`config.mk`:
```
export PLATFORM = sky130hd
export DESIGN_NAME = verificador_bounty
export DESIGN_NICKNAME = d
export VERILOG_FILES = /design/src/rtl/micro_ucr_hash_pkg.sv /design/src/rtl/micro_ucr_hash_ronda.sv /design/src/rtl/verificador_bounty.sv
export SDC_FILE = /design/constraint.sdc
export NUM_CORES = 1
export LEC_CHECK = 0
export ABC_AREA = 0
export BUFFER_PORTS_ARGS = -buffer_cell sky130_fd_sc_hd__buf_4
export CAP_MARGIN = 20
export CELL_PAD_IN_SITES_DETAIL_PLACEMENT = 1
export CELL_PAD_IN_SITES_GLOBAL_PLACEMENT = 1
export CORE_MARGIN = 3
export CORE_UTILIZATION = 49
export CTS_BUF_LIST = sky130_fd_sc_hd__clkbuf_2 sky130_fd_sc_hd__clkbuf_4 sky130_fd_sc_hd__clkbuf_8
export CTS_CLUSTER_SIZE = 40
export DETAILED_ROUTE_END_ITERATION = 8
export MAX_ROUTING_LAYER = met4
export PLACE_DENSITY = 0.87
export SETUP_SLACK_MARGIN = 0.1
export SYNTH_ARGS = -nofsm -noshare
export SYNTH_HDL_FRONTEND = slang
export SYNTH_SLANG_ARGS = --single-unit
```
`constraint.sdc`:
```
create_clock -name clk -period 11.6 [get_ports clk]
set_clock_uncertainty 0.05 [all_clocks]
set_input_delay 0 -clock clk [delete_from_list [all_inputs] [get_ports clk]]
set_output_delay 0 -clock clk [all_outputs]
set_load 0.05 [all_outputs]
```
`src/rtl/micro_ucr_hash_pkg.sv`:
```
// micro_ucr_hash_pkg: constants, round function and verifier states shared by the miner and the verifier
package micro_ucr_hash_pkg;
  localparam logic [23:0] H_INICIAL = {8'h01, 8'h89, 8'hFE};
  localparam logic [7:0] K_A = 8'h99;
  localparam logic [7:0] K_B = 8'hA1;
  localparam logic [4:0] RONDA_CAMBIO = 5'd16;
  typedef enum logic [1:0] {ESPERA, RONDAS, COMPARA, ENTREGA} estado_t;
  // h = {H0, H1, H2}; returns the state after round i consuming byte w
  function automatic logic [23:0] ronda(input logic [23:0] h, input logic [7:0] w, input logic [4:0] i);
    logic [7:0] k, x, a;
    k = (i <= RONDA_CAMBIO) ? K_A : K_B;
    x = (i <= RONDA_CAMBIO) ? h[15:8] ^ h[7:0] : h[23:16] ^ h[15:8];
    a = x + k + w;
    return {h[15:8] ^ h[7:0], h[3:0], h[7:4], h[23:16] + a};
  endfunction
endpackage

```
`src/rtl/micro_ucr_hash_ronda.sv`:
```
// micro_ucr_hash_ronda: one combinational hash round plus the next step of the 16-byte W window
module micro_ucr_hash_ronda
  import micro_ucr_hash_pkg::*;
(
  input  logic [23:0]      h,
  input  logic [15:0][7:0] w,
  input  logic [4:0]       i,
  output logic [23:0]      h_sig,
  output logic [15:0][7:0] w_sig
);
  // w[0] holds W[i]; the appended byte is W[i+16] = W[i+13] | (W[i+7] ^ W[i+2])
  assign h_sig = ronda(h, w[0], i);
  assign w_sig = {w[13] | (w[7] ^ w[2]), w[15:1]};
endmodule

```
`src/rtl/verificador_bounty.sv`:
```
// verificador_bounty: recomputes the micro UCR hash one round per cycle and checks the miner's claim and target
module verificador_bounty
  import micro_ucr_hash_pkg::*;
#(
  parameter int NUM_RONDAS = 32
) (
  input  logic        clk,
  input  logic        reset,
  input  logic        sol_valida,
  output logic        sol_lista,
  input  logic [95:0] bloque_datos,
  input  logic [31:0] nonce,
  input  logic [23:0] hash_reportado,
  input  logic [7:0]  target,
  output logic        res_valido,
  input  logic        res_acepta,
  output logic [23:0] hash_calculado,
  output logic        hash_coincide,
  output logic        cumple_target
);
  localparam logic [4:0] ULTIMA = 5'(NUM_RONDAS - 1);
  estado_t estado;
  logic [15:0][7:0] w, w_ini, w_sig;
  logic [23:0] h, h_sig, hash_ref;
  logic [7:0] target_q;
  logic [4:0] cnt;
  // byte 0 of the block is the most significant; it must land in w[0]
  assign w_ini = {<<8{bloque_datos, nonce}};
  assign sol_lista = estado == ESPERA;
  micro_ucr_hash_ronda u_ronda (
    .h    (h),
    .w    (w),
    .i    (cnt),
    .h_sig(h_sig),
    .w_sig(w_sig)
  );
  always_ff @(posedge clk or posedge reset) begin
    if (reset) begin
      estado <= ESPERA;
      w <= '0;
      h <= '0;
      cnt <= '0;
      hash_ref <= '0;
      target_q <= '0;
      res_valido <= 1'b0;
      hash_calculado <= '0;
      hash_coincide <= 1'b0;
      cumple_target <= 1'b0;
    end else begin
      case (estado)
        ESPERA: if (sol_valida) begin
          w <= w_ini;
          h <= H_INICIAL;
          cnt <= '0;
          hash_ref <= hash_reportado;
          target_q <= target;
          estado <= RONDAS;
        end
        RONDAS: begin
          w <= w_sig;
          h <= h_sig;
          cnt <= cnt + 5'd1;
          if (cnt == ULTIMA) estado <= COMPARA;
        end
        COMPARA: begin
          hash_calculado <= h;
          hash_coincide <= h == hash_ref;
          cumple_target <= (h[23:16] < target_q) && (h[15:8] < target_q);
          res_valido <= 1'b1;
          estado <= ENTREGA;
        end
        ENTREGA: if (res_acepta) begin
          res_valido <= 1'b0;
          estado <= ESPERA;
        end
        default: estado <= ESPERA;
      endcase
    end
  end
endmodule

```
==> impl_metrics.yaml <==
cells_and_area:
  drive_above_1_share_pct: 23.8
  final_common_cell: "dfrtp_1"
  nets: 1527
  final_cell_mix: "dfrtp_1, buf_4, dlygate4sd3_1"
  areaGrowthSynthToFinish_pct: 35.9
synth:
  ys_seq_area_share_pct: 50.4
  synth_cell_types: 46
  synth_edf_count: 0
  synth_area_per_cell_um2: 11.0
  ys.flop_type: "dfrtp_1"
  yosysWarnings: 0
  synthesis.area_mm2: 0.0108
  synth_nets: 1188
  syn-instance-count: 982
  synthArstFlopShare_pct: 100
  ys_ff_latch: 218
setup_path:
  crit_required_ns: 12.03
  start_kind: "flip-flop"
  worstPathMaxFanout: 14
  crit_type: "reg -> reg"
  r2r-end: "h[7]"
  crit_path_end_kind: "flip-flop"
  worst-r2r-cell-count: 16
  r2r_slack_ns: 7.25
  crit_end: "h[7]"
  startpoint: "cnt[1]"
  cp_data_arrival_time_ns: 4.78
  worstReg2RegStart: "cnt[1]"
routing:
  drt-total-wl_um: 47500
  wl_per_cell_um: 29.3
  ant_nets: 0
  drt_iter0_markers: 805
  drt_first_pass_iters: 5
  via_per_inst: 6.11
  drc_errors: 0
  dr_total_vias: 9911
floorplanning:
  die_w_um: 155
  core_area_mm2: 0.0214
  row_count: 53
  die_h_um: 155
  start_util_pct: 50.7
  dieArea_mm2: 0.0239
  pin_count: 192
timing:
  final.period_utilization_pct: 37.5
  rsz0062_at_grt: "false"
  relSlewSlack_pct: 24.3
  hold_viol: 0
  period_needed_ns: 4.35
  max_freq_mhz: 230
  tns_ns: 0
  maxSlewViolCount: 0
  report.final.setup_viol: 0
  tightest_slew_ns: 1.14
power_and_ir_drop:
  leakagePower_nw: 6.75
  finalPower_w: 0.00482
  irDropWorstVdd_mv: 0.339
  p_per_area_mw_per_mm2: 327
grt:
  grt_first_pass_wirelength_um: 66400
  grt_overflow_total: 0
  grt_use_total_pct: 36.9
  grt_max_degree: 257
  grt_pass1_vias: 11278
  antenna_found_initial: 3
clocking:
  cts_buffer_depth: 3
  cts.clk_slew.worst_paths_ns: 0.08
  numCtsBuffers: 38
  cts_tree: "built"
  cts.sinks: 218
  postCtsResizedCells: 0
  root_buffer: "clkbuf_8"
  worst_skew_pair.late_latency_ns: 0.58
  post_cts.repair.setup_buffers: 0
  htreeDepth: 2
run:
  maxCapViolCount: 0
placement:
  place_congestion: 0.840
  port_buffers: 191
  dp_hpwl_um: 21300
min_path:
  worstHoldPathType: "in -> async"
run_status:
  outcome: "finished clean"
==> registers in the layout, summed over array words and instances (netlist names) <==
| signal | count |
|---|---|
| w | 128 |
| h | 24 |
| hash_calculado | 24 |
| hash_ref | 24 |
| target_q | 8 |
| cnt | 5 |
| estado | 2 |
| cumple_target | 1 |
| hash_coincide | 1 |
| res_valido | 1 |
==> worst max-delay path, stage by stage (launching register included) <==
cell and delay, ns:
dfrtp_1 0.46, inv_1 0.11, ha_1 0.16, inv_1 0.07, o31ai_4 0.53, nor2_1 0.09, a21oi_1 0.22, xor2_1 0.29
fa_1 0.48, inv_1 0.08, ha_1 0.27, fa_1 0.49, a211oi_1 0.24, o21bai_1 0.13, a21oi_1 0.20, xnor3_1 0.25
a21oi_1 0.15
==> area by class of cell <==
| type | count | area (um2) |
|---|---|---|
| Multi-Input combinational cell | 662 | 4880 |
| Inverter | 41 | 161 |
| Tap cell | 275 | 344 |
| Timing Repair Buffer | 360 | 3140 |
| Antenna cell | 5 | 12.5 |
| Sequential cell | 218 | 5460 |
| Clock inverter | 5 | 33.8 |
| Clock buffer | 56 | 696 |
| Fill cell | 2152 | 6630 |
==> through the flow <==
stage                     hold WS (ns)  instance area, um2  utilization [%]  worst slack [ns]  cells
final                            0.122               14700             68.9              7.25   1622
after global routing             0.165               14700             68.9              7.05   1620
after CTS                       0.0524               14700             68.8              7.44   1616
after detailed placement         0.188               12300             57.7              7.46   1393
after global placement           0.183               12300             57.7              7.67   1393
after floorplan                  0.101               10800                -              5.59    982
==> worst min-delay path by stage <==
stage                       start            to  slack, ns  cells past startpoint
2_1_floorplan   hash_reportado[0]   hash_ref[0]       0.10                      1
3_3_place_gp   hash_reportado[16]  hash_ref[16]       0.18                      2
3_5_place_dp    hash_reportado[3]   hash_ref[3]       0.19                      2
4_1_cts                sol_valida        cnt[3]       0.05                      6
5_1_grt                sol_valida  hash_ref[23]       0.17                      4
6_report                    reset   target_q[0]       0.12                      3
==> logic make-up after synthesis <==
kind of cell,count (synthesis),synth area share [%]
xor+xnor,55,4.57
simple gates,183,6.93
buf+inv,102,4.80
flops,218,50.4
compound gates,202,10.5
mux,180,17.3
fa+ha+maj,42,5.54
==> report_power, final <==
part | total, W | switching, W | internal, W
Clock | 0.000748 | 0.000365 | 0.000383
Sequential | 0.00156 | 0.000421 | 0.00114
Combinational | 0.00251 | 0.00154 | 0.000971
==> repair_timing <==
action | 4_1_cts | 5_1_grt
hold buffers | 162 | 0
endpoints found under the hold margin | 297 | 0
endpoints found under the setup margin | 0 | 0
==> synth_stat cells (2+ instances only) <==
cell type  number  area share, %
ha_1           32            3.7
o21ai_1        28            1.3
nor3_1          3           0.14
nand2_1       139            4.8
a22o_1          9           0.73
o22ai_1         4           0.23
a21o_1          2           0.14
nor2_1         15           0.52
mux2_2         56            5.8
o22a_1          5           0.40
xnor2_1        36            2.9
a21oi_1        13           0.60
clkbuf_1       18           0.62
nand3_1         5           0.23
buf_6          11            1.1
o21bai_1        2           0.14
a22oi_1         2           0.14
buf_4           6           0.42
nand2b_1        2           0.12
and3_1          2           0.12
mux2i_1       124             11
buf_2          23            1.1
dfrtp_1       218             50
xor2_1         18            1.5
inv_1          40            1.4
a211oi_1        2           0.14
o21ai_2         2           0.16
fa_1           10            1.8
clkbuf_2        3           0.14
or3_1           9           0.52
o21ai_0       124            5.7
nand4_1         5           0.29
==> layer usage <==
layer | GRT usage, % | wire length, um | part of all wire (%)
met1 | 39.8 | 16500 | 35
met2 | 66.0 | 25000 | 53
met3 | 5.68 | 2750 | 5.8
met4 | 18.2 | 3330 | 7.0
met5 | - | 0 | 0
No activity file was read; power rests on OpenSTA's default activity.
